## src/rtl/mux_scan_argmax_pkg.sv

```systemverilog
// Shared types for the mux scan/argmax controller.
package mux_scan_pkg;

   typedef enum logic [1:0] {
      ST_IDLE  = 2'd0,
      ST_SCAN  = 2'd1,
      ST_DRAIN = 2'd2
   } scan_state_e;

endpackage

```

## src/rtl/mux_scan_argmax_if.sv

```systemverilog
// Request/result bus between a host and the mux scan/argmax controller.
interface mux_scan_argmax_if #(
   parameter int BIT          = 27,
   parameter int NUMBER_INPUT = 512
);
   localparam int IDXW = $clog2(NUMBER_INPUT);

   logic            start;
   logic [IDXW-1:0] base;
   logic [IDXW:0]   len;
   logic            busy;
   logic            done;
   logic            err;
   logic [BIT-1:0]  max_val;
   logic [IDXW-1:0] max_idx;

   modport master (output start, base, len,
                   input  busy, done, err, max_val, max_idx);
   modport slave  (input  start, base, len,
                   output busy, done, err, max_val, max_idx);
endinterface

```

## src/rtl/mux_scan_argmax.sv

```systemverilog
// Walks a wrapping index range through MUX_base and reports the largest word
// and where it was first seen in scan order.
module mux_scan_argmax
   import mux_scan_pkg::*;
#(
   parameter int BIT          = 27,
   parameter int NUMBER_INPUT = 512,
   localparam int IDXW        = $clog2(NUMBER_INPUT)
) (
   input  logic             clk,
   input  logic             rst_n,
   mux_scan_argmax_if.slave bus,
   output logic [IDXW-1:0]  o_sel,
   input  logic [BIT-1:0]   i_mux_out
);

   scan_state_e     r_state;
   logic [IDXW-1:0] r_sel;
   logic [IDXW:0]   r_len;
   logic [IDXW:0]   r_cnt;
   logic            r_pv;
   logic [IDXW-1:0] r_pidx;
   logic            r_seen;
   logic [BIT-1:0]  r_run_val;
   logic [IDXW-1:0] r_run_idx;
   logic            r_busy;
   logic            r_done;
   logic            r_err;
   logic [BIT-1:0]  r_max_val;
   logic [IDXW-1:0] r_max_idx;

   logic            w_len_ok;
   logic [IDXW-1:0] w_sel_inc;
   logic            w_take;
   logic [BIT-1:0]  w_nxt_val;
   logic [IDXW-1:0] w_nxt_idx;

   // Request check, wrapping index increment and running-max update
   always_comb begin
      w_len_ok = (bus.len != {(IDXW+1){1'b0}}) &&
                 (bus.len <= (IDXW+1)'(NUMBER_INPUT));
      if (r_sel == IDXW'(NUMBER_INPUT - 1)) begin
         w_sel_inc = {IDXW{1'b0}};
      end else begin
         w_sel_inc = r_sel + IDXW'(1);
      end
      // Strict compare keeps the earliest entry in scan order on ties
      w_take = r_pv && (!r_seen || (i_mux_out > r_run_val));
      if (w_take) begin
         w_nxt_val = i_mux_out;
         w_nxt_idx = r_pidx;
      end else begin
         w_nxt_val = r_run_val;
         w_nxt_idx = r_run_idx;
      end
   end

   // Scan FSM, sample delay pipe and result registers
   always_ff @(posedge clk or negedge rst_n) begin
      if (!rst_n) begin
         r_state   <= ST_IDLE;
         r_sel     <= {IDXW{1'b0}};
         r_len     <= {(IDXW+1){1'b0}};
         r_cnt     <= {(IDXW+1){1'b0}};
         r_pv      <= 1'b0;
         r_pidx    <= {IDXW{1'b0}};
         r_seen    <= 1'b0;
         r_run_val <= {BIT{1'b0}};
         r_run_idx <= {IDXW{1'b0}};
         r_busy    <= 1'b0;
         r_done    <= 1'b0;
         r_err     <= 1'b0;
         r_max_val <= {BIT{1'b0}};
         r_max_idx <= {IDXW{1'b0}};
      end else begin
         r_done    <= 1'b0;
         r_err     <= 1'b0;
         r_pv      <= (r_state == ST_SCAN);
         r_pidx    <= r_sel;
         r_run_val <= w_nxt_val;
         r_run_idx <= w_nxt_idx;
         if (w_take) begin
            r_seen <= 1'b1;
         end
         case (r_state)
            ST_IDLE: begin
               if (bus.start) begin
                  if (w_len_ok) begin
                     r_len   <= bus.len;
                     r_sel   <= bus.base;
                     r_cnt   <= (IDXW+1)'(1);
                     r_seen  <= 1'b0;
                     r_busy  <= 1'b1;
                     r_state <= ST_SCAN;
                  end else begin
                     r_done <= 1'b1;
                     r_err  <= 1'b1;
                  end
               end
            end
            ST_SCAN: begin
               if (r_cnt == r_len) begin
                  r_state <= ST_DRAIN;
               end else begin
                  r_sel <= w_sel_inc;
                  r_cnt <= r_cnt + (IDXW+1)'(1);
               end
            end
            ST_DRAIN: begin
               r_state   <= ST_IDLE;
               r_busy    <= 1'b0;
               r_done    <= 1'b1;
               r_max_val <= w_nxt_val;
               r_max_idx <= w_nxt_idx;
            end
            default: begin
               r_state <= ST_IDLE;
               r_busy  <= 1'b0;
            end
         endcase
      end
   end

   assign o_sel       = r_sel;
   assign bus.busy    = r_busy;
   assign bus.done    = r_done;
   assign bus.err     = r_err;
   assign bus.max_val = r_max_val;
   assign bus.max_idx = r_max_idx;

endmodule

```

## src/flat_wrapper.sv

```systemverilog
// flat-port wrapper written by rule: the top's interface ports become plain ports
module mux_scan_argmax_flat import mux_scan_pkg::*;
#(
   parameter int BIT          = 27,
   parameter int NUMBER_INPUT = 512,
   localparam int IDXW        = $clog2(NUMBER_INPUT)
)
  (clk, rst_n, o_sel, i_mux_out, bus_start, bus_base, bus_len, bus_busy, bus_done, bus_err, bus_max_val, bus_max_idx);
  mux_scan_argmax_if #(.BIT(BIT), .NUMBER_INPUT(NUMBER_INPUT)) bus_i ();
  input  logic clk;
  input  logic rst_n;
  output logic [IDXW-1:0] o_sel;
  input  logic [BIT-1:0] i_mux_out;
  input wire logic [$bits(bus_i.start)-1:0] bus_start;
  input wire logic [$bits(bus_i.base)-1:0] bus_base;
  input wire logic [$bits(bus_i.len)-1:0] bus_len;
  output wire logic [$bits(bus_i.busy)-1:0] bus_busy;
  output wire logic [$bits(bus_i.done)-1:0] bus_done;
  output wire logic [$bits(bus_i.err)-1:0] bus_err;
  output wire logic [$bits(bus_i.max_val)-1:0] bus_max_val;
  output wire logic [$bits(bus_i.max_idx)-1:0] bus_max_idx;
  assign bus_i.start = bus_start;
  assign bus_i.base = bus_base;
  assign bus_i.len = bus_len;
  assign bus_busy = bus_i.busy;
  assign bus_done = bus_i.done;
  assign bus_err = bus_i.err;
  assign bus_max_val = bus_i.max_val;
  assign bus_max_idx = bus_i.max_idx;
  mux_scan_argmax #(.BIT(BIT), .NUMBER_INPUT(NUMBER_INPUT)) u_core (.clk(clk), .rst_n(rst_n), .bus(bus_i), .o_sel(o_sel), .i_mux_out(i_mux_out));
endmodule
```

## config.mk

```make
export PLATFORM = sky130hd
export DESIGN_NAME = mux_scan_argmax_flat
export DESIGN_NICKNAME = d
export VERILOG_FILES = /design/src/rtl/mux_scan_argmax_pkg.sv /design/src/rtl/mux_scan_argmax_if.sv /design/src/rtl/mux_scan_argmax.sv /design/src/flat_wrapper.sv
export SDC_FILE = /design/constraint.sdc
export NUM_CORES = 1
export LEC_CHECK = 0
export ABC_CLOCK_PERIOD_IN_PS = 2800
export BUFFER_PORTS_ARGS = -buffer_cell sky130_fd_sc_hd__clkbuf_2
export CAP_MARGIN = 20
export CORE_ASPECT_RATIO = 0.8
export CORE_MARGIN = 10
export CORE_UTILIZATION = 51
export DETAILED_ROUTE_END_ITERATION = 6
export GPL_TIMING_DRIVEN = 0
export PLACE_DENSITY_LB_ADDON = 0.25
export SYNTH_ARGS = -nofsm -noshare
export SYNTH_HDL_FRONTEND = slang
export SYNTH_SLANG_ARGS = --single-unit
export TNS_END_PERCENT = 30
```

## constraint.sdc

```tcl
create_clock -name clk -period 2.8 [get_ports clk]
set_clock_uncertainty 0.15 [all_clocks]
set_input_delay 0.14 -clock clk [delete_from_list [all_inputs] [get_ports clk]]
set_output_delay 0.14 -clock clk [all_outputs]
set_load 0.01 [all_outputs]
```

==> qor.yml <==
r2r_cells: 10
finalCriticalPeriod_ps: 2770
first_global_vias: 5326
cts_root_buf: "clkbuf_16"
yosys-top-cells-area: "dfrtp_1 48%, ha_1 6.2%, o21ai_2 4.6%"
max-slew-margin-rel: 0.377
gr-usage-all-layers: 0.191
synth_edf_count: 0
nets: 829
outcome: "finished, final reports clean"
cp_num_buf_inv: 3
die_y_um: 118
htree_num_levels: 4
gp_congestion: 0.859
rsz0062_at_grt: "true"
synth_fp_nets: 655
start_kind: "flop"
fin_cells: 909
tightest_slew_ps: 935
ir_worst_vdd_v: 0.000514
synth_top_area_share: 0.483
startpoint: "u_core.r_run_val[18]"
routed_wl_mm: 15.9
fin_util: 0.698
synth_cells: 576
ant_nets: 0
cp_slowest_cell: "or4_4"
core_area_mm2: 0.0116
rrSetupSlack_ps: 30
crit_end: "u_core.r_run_val[22]"
post-route-period-util: 0.988
globalRouteMet3Util: 0.0673
worstPathRequired_ps: 2940
cellLeakagePower_nw: 3.77
crit_family: "compound AO/OA/AOI/OAI gates"
maxCapViolations: 0
wl_per_cell_um: 17.5
hpwl_mm: 10.4
slew_viol_final: 0
clkTransAtPathRegs_ps: 50
clock.fmax_ghz: 0.361
cts_tree: "built"
grt_use_met1: 0.232
power.density_mw_per_mm2: 1080
area_delta_synth_final_pct: 33.2
endpoint_kind: "flop"
synthArstFlopShare: 1.00
firstDrtPassIters: 5
antenna_found_initial: 0
placed_cell_area_mm2: 0.00674
crit_cells: 10
ys_types: 47
final_hold_viol_count: 0
drive_above_1_share: 0.338
syn_area_mm2: 0.00606
yosys_warnings: 0
crit_arrival_ps: 2910
nFillCells: 841
grtUsageMet2: 0.306
yosys_most_used_dff: "dfrtp_1"
clk_latency_ps: 420
slowest_delay_ps: 540
synth_area_leader_cell: "dfrtp_1"
num_vias: 5101
die_width_um: 142
ys_seq_area_frac: 0.483
grt_overflow: 0
path_class: "reg -> reg"
first_iter_violations: 279
clockBufferDepth: 2
io_buffers: 96
die_area_mm2: 0.0167
rows: 35
io_pins: 97
cts.sinks: 117
synth.ff_latch_count: 117
syn_area_per_cell_um2: 10.5
final_common_cell: "dfrtp_1"
grt_pass1_wl_mm: 26.2
r2r-end: "u_core.r_run_val[22]"
numCtsBuffers: 17
crit_fanout: 6
start_util: 0.525
setup_viol: 0
antennaDiodeCount: 0
avgViaCountPerCell: 5.61
drcViolationCount: 0
cp_cell_sequence: "inv_1 -> ha_1 -> nand4_1 -> or4_4 -> o41ai_4 -> a31oi_4 -> buf_6 -> buf_4 -> o21ai_2 -> o31ai_2"
grt.busiest_layer: "met2"
r2r-start: "u_core.r_run_val[18]"
grt_max_degree: 118
layout_common_cells: "117 x dfrtp_1, 100 x clkbuf_2, 62 x nor2_1"
fin_area_mm2: 0.00808
dp.cells: 820
worstHoldPathType: "in -> async"
[synthesized netlist by cell type, types with 2 or more instances]
library cell  number
nor4_1             5
nand3_1            5
nor2_1            62
a211o_1            2
o21ai_0           22
dfrtp_1          117
a31oi_1           41
inv_1             35
buf_2             11
a21oi_1           24
o21ai_1           11
buf_12             4
nand4_1           13
o31ai_1           12
xor2_1            18
a211oi_1           3
clkbuf_1          14
o21ai_2           32
and3_1             8
mux2_2            10
a21oi_2           24
nor3_1             2
mux2i_1            2
nor2b_1            2
nand2b_1           3
nand2_1           24
buf_6              6
ha_1              30
o31ai_2           15
a32oi_1            2
[per-stage QoR]
| step | setup WS, ps | hold WS (ps) | power, mW | setup TNS (ps) |
|---|---|---|---|---|
| 6_report | 33.5 | 259 | 8.68 | 0 |
| 5_1_grt | -96.6 | 321 | 9.22 | -1670 |
| 4_1_cts | 16.6 | 306 | 8.50 | 0 |
| 3_5_place_dp | -158 | 194 | 5.95 | -7720 |
| 3_3_place_gp | -256 | 236 | 5.84 | -35870 |
| 2_1_floorplan | 148 | -306 | 5.09 | 0 |
[logic make-up (layout without fill, tap and decap cells)]
logic type      Yosys count  in the layout  synth area share
flops                   117            117             0.483
fa+ha+maj                30             30            0.0619
compound gates          199            199             0.246
buf+inv                  71            256            0.0646
mux                      12             12            0.0219
simple gates            129            129            0.0974
xor+xnor                 18             18            0.0260
[final cells by class]
type / instances / area, µm² / area share
multi-input cells: 388 / 2850 / 0.353
clock buffers: 21 / 460 / 0.0570
well taps: 148 / 185 / 0.0229
repair buffers: 155 / 1090 / 0.135
flip-flops and latches: 117 / 2930 / 0.363
clock inverters: 9 / 153 / 0.0189
plain buffers: 36 / 283 / 0.0350
inverters: 35 / 131 / 0.0163
[routing by layer]
metal | vias up | share of wire
li1 | 2439 | -
met1 | 2471 | 0.44
met2 | 159 | 0.48
met3 | 32 | 0.067
met4 | 0 | 0.017
met5 | - | 0
[sequential cells by signal, summed over array words and instances, names as in the netlist]
name,count
u_core.r_run_idx,9
u_core.bus.err,1
u_core.r_pidx,9
u_core.r_len,10
u_core.r_cnt,10
u_core.r_pv,1
u_core.o_sel,9
u_core.bus.busy,1
u_core.r_state,2
u_core.bus.max_idx,9
u_core.bus.max_val,27
u_core.bus.done,1
u_core.r_run_val,27
u_core.r_seen,1
[power by group]
| part | total, mW | switching [mW] | internal (mW) |
|---|---|---|---|
| Combinational | 3.60 | 1.93 | 1.68 |
| Clock | 2.27 | 0.748 | 1.52 |
| Sequential | 2.81 | 0.488 | 2.32 |
[timing repair]
action / 4_1_cts / 5_1_grt
resized for setup: 11 / 21
endpoints found under the hold margin: 192 / 0
pin swaps: 2 / 0
gates cloned: 3 / 0
hold buffers: 49 / 0
setup endpoints to repair: 72 / 71
buffers inserted: 2 / 5
[worst min-delay path by stage]
| stage | end | slack (ps) | depth (start not counted) |
|---|---|---|---|
| final | u_core.r_run_val[8] | 260 | 2 |
| after global routing | u_core.r_pidx[8] | 320 | 0 |
| after CTS | u_core.r_pidx[7] | 310 | 0 |
| after detailed placement | u_core.bus.max_val[8] | 190 | 1 |
| after global placement | u_core.r_len[9] | 240 | 3 |
| after floorplan | u_core.bus.busy | -310 | 0 |
(Power assumes the default switching activity.)
